--- config.mk ---
export PLATFORM = sky130hd
export DESIGN_NAME = descrack_result_arbiter
export DESIGN_NICKNAME = d
export VERILOG_FILES = /design/src/rtl/descrack_result_arbiter.sv
export SDC_FILE = /design/constraint.sdc
export NUM_CORES = 1
export LEC_CHECK = 0
export BUFFER_PORTS_ARGS = -buffer_cell sky130_fd_sc_hd__buf_2
export CAP_MARGIN = 25
export CORE_AREA = 2 2 153 155
export CTS_CLUSTER_SIZE = 40
export DETAILED_ROUTE_END_ITERATION = 8
export DIE_AREA = 0 0 155 157
export GPL_TIMING_DRIVEN = 1
export HOLD_SLACK_MARGIN = 0.02
export PLACE_DENSITY = 0.64
export SYNTH_ARGS = -nofsm -noshare
export SYNTH_HDL_FRONTEND = slang
export SYNTH_SLANG_ARGS = --single-unit
--- constraint.sdc ---
create_clock -name clk -period 5.4 [get_ports clk]
set_input_delay 1.08 -clock clk [delete_from_list [all_inputs] [get_ports clk]]
set_output_delay 1.08 -clock clk [all_outputs]
set_load 0.01 [all_outputs]
--- src/rtl/descrack_result_arbiter.sv ---
// Round-robin collector of cracked-key results from NREQ cores, serialized as 32-bit FSL words.
// Optional macro DESCRACK_RESULT_SEQ_EN appends a fourth word carrying a running sequence number.
module descrack_result_arbiter #(
  parameter int NREQ = 4
) (
  input  logic              clk,
  input  logic              rst_n,
  input  logic [NREQ-1:0]   req_valid,
  input  logic [NREQ*88-1:0] req_data,
  output logic [NREQ-1:0]   req_ack,
  output logic [31:0]       fsl_data_o,
  output logic              fsl_valid_o,
  input  logic              fsl_full_i,
  output logic              busy
);

`ifdef DESCRACK_RESULT_SEQ_EN
  typedef enum logic [2:0] {IDLE, W0, W1, W2, W3} state_t;
`else
  typedef enum logic [2:0] {IDLE, W0, W1, W2} state_t;
`endif

  state_t       state;
  logic [2:0]   last_grant;
  logic [2:0]   cap_idx;
  logic [55:0]  cap_hi;
  logic         grant_found;
  logic [2:0]   grant_idx;
  logic [87:0]  grant_data;
  logic [NREQ-1:0] grant_onehot;
  logic         xfer;

`ifdef DESCRACK_RESULT_SEQ_EN
  logic [31:0]  seq_cnt;
`endif

  // Round-robin search: the requester just after the last grant has the highest priority.
  always_comb begin
    grant_found = 1'b0;
    grant_idx   = '0;
    for (int off = 1; off <= NREQ; off++) begin
      for (int i = 0; i < NREQ; i++) begin
        if (!grant_found && req_valid[i] &&
            (i == ((int'(last_grant) + off) % NREQ))) begin
          grant_found = 1'b1;
          grant_idx   = 3'(i);
        end
      end
    end
  end

  always_comb begin
    grant_data   = '0;
    grant_onehot = '0;
    for (int i = 0; i < NREQ; i++) begin
      if (grant_idx == 3'(i)) begin
        grant_data      = req_data[i*88 +: 88];
        grant_onehot[i] = grant_found;
      end
    end
  end

  // The ack marks the cycle whose closing edge captures the data, so it must not wait a cycle.
  assign req_ack = (rst_n && (state == IDLE)) ? grant_onehot : '0;
  assign busy    = (state != IDLE);
  assign xfer    = fsl_valid_o && !fsl_full_i;

  always_ff @(posedge clk or negedge rst_n) begin
    if (!rst_n) begin
      state       <= IDLE;
      last_grant  <= 3'(NREQ - 1);
      cap_idx     <= '0;
      cap_hi      <= '0;
      fsl_data_o  <= '0;
      fsl_valid_o <= 1'b0;
`ifdef DESCRACK_RESULT_SEQ_EN
      seq_cnt     <= '0;
`endif
    end else begin
      case (state)
        IDLE: begin
          if (grant_found) begin
            cap_hi      <= grant_data[87:32];
            cap_idx     <= grant_idx;
            last_grant  <= grant_idx;
            fsl_data_o  <= grant_data[31:0];
            fsl_valid_o <= 1'b1;
            state       <= W0;
          end
        end
        W0: begin
          if (xfer) begin
            fsl_data_o <= {5'b0, cap_idx, cap_hi[23:0]};
            state      <= W1;
          end
        end
        W1: begin
          if (xfer) begin
            fsl_data_o <= cap_hi[55:24];
            state      <= W2;
          end
        end
        W2: begin
          if (xfer) begin
`ifdef DESCRACK_RESULT_SEQ_EN
            fsl_data_o  <= seq_cnt;
            state       <= W3;
`else
            fsl_data_o  <= '0;
            fsl_valid_o <= 1'b0;
            state       <= IDLE;
`endif
          end
        end
`ifdef DESCRACK_RESULT_SEQ_EN
        W3: begin
          if (xfer) begin
            seq_cnt     <= seq_cnt + 32'd1;
            fsl_data_o  <= '0;
            fsl_valid_o <= 1'b0;
            state       <= IDLE;
          end
        end
`endif
        default: begin
          fsl_data_o  <= '0;
          fsl_valid_o <= 1'b0;
          state       <= IDLE;
        end
      endcase
    end
  end

endmodule
==> summary.txt <==
Run status
  – Outcome: complete, no violations

Placed design
  – Cells after DPL: between 1000 and 1500
  – Port Buf Inserts: 396
  – Dpl hpwl: 22.46 mm
  – RD Place Congestion: around 0.91

Synth
  – Top FF cell, synth: dfrtp_1
  – Sequential fraction of the synthesis area: 35.80%
  – Post-Syn Nets: 1109
  – Share of Yosys cell area claimed by the top area cell type: 35.01%
  – Dominant cells by area after synthesis: dfrtp_1 (35%), mux2i_1 (9.6%), a22oi_1 (9.3%)
  – Gate count after technology mapping: 745
  – Commonest cells in the netlist: dfrtp_1 (93), a22oi_1 (82), mux2i_1 (64)
  – Synth area leader: dfrtp_1
  – Synth warn: 0
  – FFs w/ async S/R, synth: 100.0%
  – Count leader, synth: dfrtp_1
  – EDFF count, synth: 0
  – Post-Syn Area: about 6600 um^2
  – Synth cell types: 36
  – Avg Cell Area, Syn: 8.923 um^2
  – Register bit total from synthesis: 95

Clock tree
  – Worst-path clk slew: 0.07 ns
  – # clock sinks: 95
  – H-tree levels: 3
  – PostCTS Resize Cnt: 0
  – Worst skew pair latency: 0.36 ns
  – Root Driver: clkbuf_16
  – CTS Hold Bufs: 0
  – Setup Buffers After CTS: 0
  – CTS tree: yes
  – Clk buf depth: 2
  – Clock buffer count from CTS: 9

Final layout
  – Multi-input logic area: 3936 um^2
  – P&R area growth vs syn: 36.83%
  – Finished Core Util: 40.42%
  – Final nets: 1451
  – N_diodes: 0
  – FF/Latch Area: 2380 um^2
  – Layout cells sized above 1: 40.38%
  – Cell Count, Final, Fillers Out: around 1400
  – Fillers: 2299

STA
  – RSZ-0062 raised after global routing: false
  – Worst slew pin tran: 0.8997 ns
  – Final Setup Violations: 0
  – Fin Setup TNS: 0 ns
  – Peak Freq: 280.7 MHz
  – Final Cycle Share: about two thirds
  – Final min period: 3.562 ns
  – Final hold vios: 0
  – Max-slew headroom: 40.02%
  – Final Max Tran Viols: 0
  – Clock Skews: between 0.015 and 0.02 ns

GRT
  – Largest net degree at the start of global routing: 93
  – Global-route wire length before repair: around 43 mm
  – Total GRT Usage: 23.37%
  – Initial antenna violation count: 1
  – Vias in the first global route: between 7000 and 8000
  – GR Overflow Total: 0

Floorplanning
  – Die area: 24340 um^2
  – Core Footprint: 22500 um^2
  – Die Ht: 157 um
  – IO Count: 397
  – Rows: 55
  – Initial Util: 29.54%
  – Die X: 155 um

Critical path
  – Crit-path max FO: 8
  – Req. time, crit path: 4.32 ns
  – Worst setup SP type: primary input
  – Setup crit end kind: primary output
  – Setup Crit Path Kind: in -> out
  – Cell breakdown of the critical path: buf_2 > nor4_2 > nor2_4 > nand2_1 > nor3_1 > buf_2
  – Crit-path most repeated cell: buf_2
  – CP peak stage delay: 0.68 ns
  – Crit-path slowest cell: nor4_2
  – Data arrival time of the worst path: ~2.5 ns

Drt
  – Vias/cell: 5.600
  – Antenna viol nets, final: 0
  – DRC viols: 0
  – Initial DRC Count: about 540
  – Drt pass-1 iters: 5
  – DR vias: 7711
  – Wire length per cell: approximately 21 um
  – WL final: 29.60 mm

Pwr
  – Total power: 1.697 mW
  – Int Pwr: between 1 and 1.5 mW
  – Sw frac: 29.48%
  – Comb power frac: 21.5%
  – Leak: 4.248 nW
  – Max VDD drop: 100.6 uV
  – Switching power: roughly 0.5 mW
  – Seq pwr share: 42.1%
  – Clock Power Share: a little over a third
  – PwrDens: 186.6 nW/um^2

Flow run
  – Maxcap violations: 0

Hold path
  – Hold crit path type: reg -> reg
==> layout by cell type (no fill, tap or decap), drive strengths merged, types with 37 or more instances in the layout <==
| master | netlist | routed |
|---|---|---|
| buf | 45 | 413 |
| dfrtp | 93 | 93 |
| a22oi | 82 | 82 |
| mux2i | 64 | 64 |
| nand2 | 58 | 58 |
| o221ai | 56 | 56 |
| a221oi | 56 | 56 |
| nor2 | 49 | 49 |
| o21ai | 40 | 40 |
| a21oi | 37 | 37 |
==> layer usage <==
layer  global-route usage, %  vias up  share of wire, %
li1                        -     3693                 -
met3                   4.405       26               6.7
met5                       0        -             0.044
met2                   40.32      350                49
met4                   6.614        2               2.1
met1                   29.89     3640                42
==> metrics by stage <==
step	instance area [um^2]	hold slack, ns	worst slack, ns
after CTS	9096	0.5205	1.813
final	9096	0.5033	1.838
after floorplan	6648	0.4505	2.132
after detailed placement	8823	0.5071	1.827
after global placement	8796	0.4625	1.845
after global routing	9096	0.5383	1.747
==> sequential cells by signal (all words and copies together) (netlist names) <==
register and cells:
cap_hi 56, cap_idx 2, fsl_data_o 32, fsl_valid_o 1, last_grant 2, state 2
==> area by class of cell <==
type / instances / area share, %
clock inverters: 6 / 0.4814
inverters: 5 / 0.2063
multi-input cells: 563 / 43.27
well taps: 285 / 3.920
clock buffers: 10 / 2.517
repair buffers: 413 / 23.44
flip-flops and latches: 95 / 26.16
==> critical path, delay by kind of cell <==
kind | cells | cell delay [ns]
simple gates | 4 | 1.08
buf+inv | 2 | 0.31
==> power by group through the flow <==
stage	Clock, mW	Sequential (mW)	Combinational (mW)
after global placement	0	0.728	0.360
after detailed placement	0	0.728	0.367
after floorplan	0	0.728	0.169
after CTS	0.639	0.714	0.368
after global routing	0.666	0.714	0.399
final	0.619	0.714	0.364
==> final timing paths <==
kind / startpoint / end / slack (ns) / cells past startpoint
max: req_valid[3] / req_ack[1] / 1.84 / 6
min: cap_idx[1] / cap_idx[1] / 0.50 / 2
max reg2reg: state[1] / fsl_data_o[18] / 2.35 / 9
min reg2reg: cap_idx[1] / cap_idx[1] / 0.50 / 2
max in group asynchronous: rst_n / fsl_data_o[1] / 3.50 / 2
min in group asynchronous: rst_n / fsl_data_o[6] / 0.73 / 1
==> logic make-up after synthesis <==
kind of cell | Yosys count | synth area share, %
fa+ha+maj | 5 | 0.9411
mux | 65 | 9.806
flops | 95 | 35.80
simple gates | 151 | 9.750
compound gates | 342 | 37.55
buf+inv | 87 | 6.155
Note: power is estimated with default switching activity, not from simulation.
